**src/rtl/ip_fifo_ctrl_mch.sv**
```systemverilog
// Multi-channel FIFO controller: one shared RAM split into NCH partitions of CH_DEP
// entries, each with its own pointers, level, full/empty/watermark flags and sticky errors.
module ip_fifo_ctrl_mch #(
  parameter  int NCH    = 4,
  parameter  int CH_DEP = 16,
  localparam int CH_AW  = $clog2(CH_DEP),
  localparam int CH_W   = (NCH > 1) ? $clog2(NCH) : 1
) (
  input  logic                    wclk,
  input  logic                    wrst_n,
  input  logic                    push,
  input  logic [CH_W-1:0]         push_ch,
  input  logic                    pop,
  input  logic [CH_W-1:0]         pop_ch,
  input  logic [NCH-1:0]          flush,
  input  logic [CH_AW:0]          afull_th,
  input  logic [CH_AW:0]          aempty_th,
  output logic                    wen,
  output logic [CH_W+CH_AW-1:0]   waddr,
  output logic                    ren,
  output logic [CH_W+CH_AW-1:0]   raddr,
  output logic [NCH-1:0]          ff_full,
  output logic [NCH-1:0]          ff_empty,
  output logic [NCH-1:0]          ff_afull,
  output logic [NCH-1:0]          ff_aempty,
  output logic [NCH*(CH_AW+1)-1:0] ff_lvl,
  output logic [NCH-1:0]          ovf,
  output logic [NCH-1:0]          udf
);

  localparam int LW    = CH_AW + 1;
  localparam int NCH_P = 1 << CH_W;
  localparam logic [LW-1:0] DEP_L = LW'(CH_DEP);

  logic [CH_AW:0]   wr_ptr [NCH_P];
  logic [CH_AW:0]   rd_ptr [NCH_P];
  logic [NCH_P-1:0] full_x, empty_x, flush_x;
  logic [NCH_P-1:0] push_oh, pop_oh, ovf_set, udf_set;
  logic [LW-1:0]    lvl_nxt [NCH];

  // Channel indices beyond NCH look permanently full and empty, so requests to them are refused.
  // NOTE: every variable written here gets a default first, otherwise a latch is inferred.
  always_comb begin
    full_x  = '1;
    empty_x = '1;
    flush_x = '0;
    full_x[NCH-1:0]  = ff_full;
    empty_x[NCH-1:0] = ff_empty;
    flush_x[NCH-1:0] = flush;
  end

  // Acceptance uses only registered flags: no bypass between push and pop in one cycle.
  assign wen   = wrst_n & push & ~full_x[push_ch]  & ~flush_x[push_ch];
  assign ren   = wrst_n & pop  & ~empty_x[pop_ch]  & ~flush_x[pop_ch];
  assign waddr = {push_ch, wr_ptr[push_ch][CH_AW-1:0]};
  assign raddr = {pop_ch,  rd_ptr[pop_ch][CH_AW-1:0]};

  assign push_oh = NCH_P'(wen) << push_ch;
  assign pop_oh  = NCH_P'(ren) << pop_ch;
  assign ovf_set = NCH_P'(push & full_x[push_ch] & ~flush_x[push_ch]) << push_ch;
  assign udf_set = NCH_P'(pop & empty_x[pop_ch] & ~flush_x[pop_ch]) << pop_ch;

  always_comb begin
    for (int i = 0; i < NCH; i++)
      lvl_nxt[i] = ff_lvl[i*LW +: LW] + LW'(push_oh[i]) - LW'(pop_oh[i]);
  end

  // NOTE: sequential state uses non-blocking assignments so every register samples pre-edge values.
  always_ff @(posedge wclk) begin
    if (!wrst_n) begin
      for (int i = 0; i < NCH_P; i++) begin
        wr_ptr[i] <= '0;
        rd_ptr[i] <= '0;
      end
      ff_lvl    <= '0;
      ff_full   <= '0;
      ff_empty  <= '1;
      ff_afull  <= '0;
      ff_aempty <= '1;
      ovf       <= '0;
      udf       <= '0;
    end else begin
      for (int i = 0; i < NCH; i++) begin
        if (flush[i]) begin
          wr_ptr[i]            <= '0;
          rd_ptr[i]            <= '0;
          ff_lvl[i*LW +: LW]   <= '0;
          ff_full[i]           <= 1'b0;
          ff_empty[i]          <= 1'b1;
          ff_afull[i]          <= 1'b0;
          ff_aempty[i]         <= 1'b1;
          ovf[i]               <= 1'b0;
          udf[i]               <= 1'b0;
        end else begin
          if (push_oh[i]) wr_ptr[i] <= wr_ptr[i] + 1'b1;
          if (pop_oh[i])  rd_ptr[i] <= rd_ptr[i] + 1'b1;
          ff_lvl[i*LW +: LW] <= lvl_nxt[i];
          ff_full[i]         <= (lvl_nxt[i] == DEP_L);
          ff_empty[i]        <= (lvl_nxt[i] == '0);
          ff_afull[i]        <= (lvl_nxt[i] >= afull_th);
          ff_aempty[i]       <= (lvl_nxt[i] <= aempty_th);
          ovf[i]             <= ovf[i] | ovf_set[i];
          udf[i]             <= udf[i] | udf_set[i];
        end
      end
    end
  end

  for (genvar g = 0; g < NCH; g++) begin : g_sva
    a_full_empty : assert property (@(posedge wclk) disable iff (!wrst_n)
      !(ff_full[g] && ff_empty[g]));
    a_lvl_range : assert property (@(posedge wclk) disable iff (!wrst_n)
      ff_lvl[g*LW +: LW] <= DEP_L);
  end
  a_wen_not_full : assert property (@(posedge wclk) disable iff (!wrst_n)
    wen |-> !full_x[push_ch]);

endmodule
```
**config.mk**
```make
export PLATFORM = sky130hd
export DESIGN_NAME = ip_fifo_ctrl_mch
export DESIGN_NICKNAME = d
export VERILOG_FILES = /design/src/rtl/ip_fifo_ctrl_mch.sv
export SDC_FILE = /design/constraint.sdc
export NUM_CORES = 1
export LEC_CHECK = 0
export CAP_MARGIN = 40
export CORE_AREA = 5 5 114 89
export CTS_BUF_LIST = sky130_fd_sc_hd__clkbuf_2 sky130_fd_sc_hd__clkbuf_4 sky130_fd_sc_hd__clkbuf_8
export DETAILED_ROUTE_END_ITERATION = 12
export DIE_AREA = 0 0 119 94
export PLACE_DENSITY_LB_ADDON = 0.05
export SLEW_MARGIN = 20
export SYNTH_ARGS = -nofsm -noshare
export SYNTH_HDL_FRONTEND = slang
export SYNTH_SLANG_ARGS = --single-unit
```
**constraint.sdc**
```tcl
create_clock -name wclk -period 6.65 [get_ports wclk]
set_clock_uncertainty 0.2 [all_clocks]
set_input_delay 1.995 -clock wclk [delete_from_list [all_inputs] [get_ports wclk]]
set_output_delay 1.995 -clock wclk [all_outputs]
set_load 0.01 [all_outputs]
```
==> run metrics <==
status=finished clean; pin count of the biggest net entering global routing=17; Synth Flop Type=dfxtp_1; GR Overflow Total=0; placed instance count=653; Reg clk slew, reported paths=0.08 ns; Fmax=0.1563 GHz; Final Cycle Share=0.9622; GRT Overall Usage=0.2203; final slew viol count=0; RSZ-0062 raised after global routing=no; H-tree depth=3; worst skew pair latency=0.36 ns; router iterations before antenna repair=4; CP Data Required Time=4.45 ns; clock sinks=76; routed vias=3734; crit path time final=6.399 ns; first-pass GRT wire length=19.35 mm; CTS Buf Count=9; Slew @ Worst Pin=0.7930 ns; hold crit path type=reg -> reg; startpoint class of the critical path=primary input; post-route ant nets=0; flip-flop and latch count after synthesis=76; Mapped Nets=557; Buffers on Ports=79; hold_buf cts=0; Crit Path Category=in -> out; PwrDens=173.7 nW/um2; Area Overhead vs Synth=24.47%; yosys warns=0; path depth of the worst reg2reg path=16; average cell area after synthesis=10.33 um2; post-synthesis sequential area ratio=0.3852; Die Height=94 um; capturing point of the worst reg2reg path=ff_afull[2]; peak supply drop=0.1092 mV; initial core utilization=0.5397; final hold vios=0; initial antenna violation count=0; Reg with most FFs=ff_lvl; Lkg Pwr=0.002544 uW; Setup TNS=0 ns; Post-synth EDFFs=32; Crit path arrival time=4.20 ns; dominant cell type by area after synthesis=edfxtp_1; GP Congestion=0.8286; Hold Slack=0.2858 ns; Min-Delay Endpoint=udf[0]; worst reg-to-reg setup slack=2.41 ns; Commonest cells post-synth=ha_1, inv_1, dfxtp_1, nor2_1, edfxtp_1; root buf cell=clkbuf_8; Residual DRC=0; total power=1034 uW; hold path depth=2; leading registers by flop count=ff_lvl (20), rd_ptr (16), wr_ptr (16); top cells by area, synth=edfxtp_1, dfxtp_1, ha_1; Critical Path Fanout Max=7; nets=646; Synth async-reset ratio=0; vias in the first global route=3904; share of cells above drive strength 1=0.09695; antenna cell count=0; Syn Inst Count=463; max reg flops=20; core area=8859 um2; Longest Clk Path Bufs=2; CP Capture Type=primary output; filler-free cell count of the finished design=669; Synth cell types=36; CTS tree=built; vias per cell=5.581; WL per Instance=17.77 um; FF-to-FF Start=ff_empty[2]; Final HPWL DP=9.213 mm; Cell Area, Synth=4781 um2; top-count cell post-synth=ha_1; max-cap violation count=0; fin util=0.6718; Rows=30; Die W=119 um; WL final=11.89 mm; DIE AREA=11190 um2; endpoints failing setup=0; I/O pin cnt=80; share of the synthesized area in the top cell type=0.2010; HP Start=udf[0]; Max-Slew Margin vs Limit=0.4694; crit path from=flush[0]; First DRT Iteration DRCs=268
-- per-layer routing --
| metal | GRT usage | part of all wire | vias up |
|---|---|---|---|
| li1 | - | - | 1811 |
| met5 | 0 | 0 | - |
| met1 | 0.2725 | 0.45 | 1797 |
| met4 | 0.07425 | 0.019 | 0 |
| met2 | 0.3691 | 0.48 | 107 |
| met3 | 0.06562 | 0.053 | 19 |
-- worst max path at each step --
stage	end
2_1_floorplan	ff_afull[3]
5_1_grt	wen
6_report	ren
4_1_cts	ren
3_5_place_dp	ren
3_3_place_gp	ren
-- per-stage QoR --
step / setup WS [ns] / cell area (um2)
5_1_grt: 0.1592 / 5951
2_1_floorplan: 0.8746 / 4781
3_3_place_gp: 0.08448 / 5723
3_5_place_dp: 0.06257 / 5723
6_report: 0.2512 / 5951
4_1_cts: 0.06265 / 5948
-- cell usage in the layout (no fill, tap or decap), types with 2 or more instances in the layout --
master,count
o21ai_0,19
clkbuf_4,2
edfxtp_1,32
and3_1,5
ha_1,68
a21oi_1,22
nand2_1,11
mux4_2,12
bufinv_16,2
or3_1,3
nor4_1,5
nor3_2,11
buf_4,12
xnor2_1,15
a21o_1,15
xor2_1,17
o21a_1,4
clkbuf_8,10
o31ai_1,5
inv_1,46
dfxtp_1,44
nor2_1,34
nand2b_1,13
o21bai_1,4
and2_1,11
fa_1,4
nor3_1,12
nand3_1,21
nor2b_1,9
a31oi_1,2
clkdlybuf4s50_1,78
-- logic make-up after synthesis --
| logic type | after synthesis | share of synthesized area |
|---|---|---|
| multiplexers | 12 | 0.05653 |
| AO/OA/AOI/OAI | 71 | 0.08951 |
| adder cells (fa/ha/maj) | 72 | 0.1947 |
| AND/OR/NAND/NOR | 140 | 0.1620 |
| buffers and inverters | 60 | 0.05339 |
| XOR/XNOR | 32 | 0.05862 |
| flip-flops | 76 | 0.3852 |
-- worst max-delay path, stage by stage --
cell	delay, ns
clkdlybuf4s50_1	0.50
mux4_2	0.50
or3_4	0.34
or2_4	0.27
inv_1	0.06
clkdlybuf4s50_1	0.53
-- timing repair --
action / 4_1_cts / 5_1_grt
setup endpoints to repair: 0 / 1
hold endpoints to repair: 0 / 0
resized for setup: 0 / 1
setup buffers: 0 / 0
-- area by class of cell --
type,instances,area (um2)
Sequential cell,76,1842
Tap cell,112,140.1
Multi-Input combinational cell,327,2684
Timing Repair Buffer,91,883.3
Clock buffer,12,152.6
Clock inverter,4,72.57
Fill cell,737,2908
Inverter,47,176.4
-- power by group --
part           internal (uW)  switching, uW  leakage, uW  total [uW]
logic                   57.6           64.2      0.00172         122
clock network            230            176     0.000113         405
registers                496           10.4     0.000712         507
total                    784            250      0.00254        1030
(Power assumes the default switching activity.)
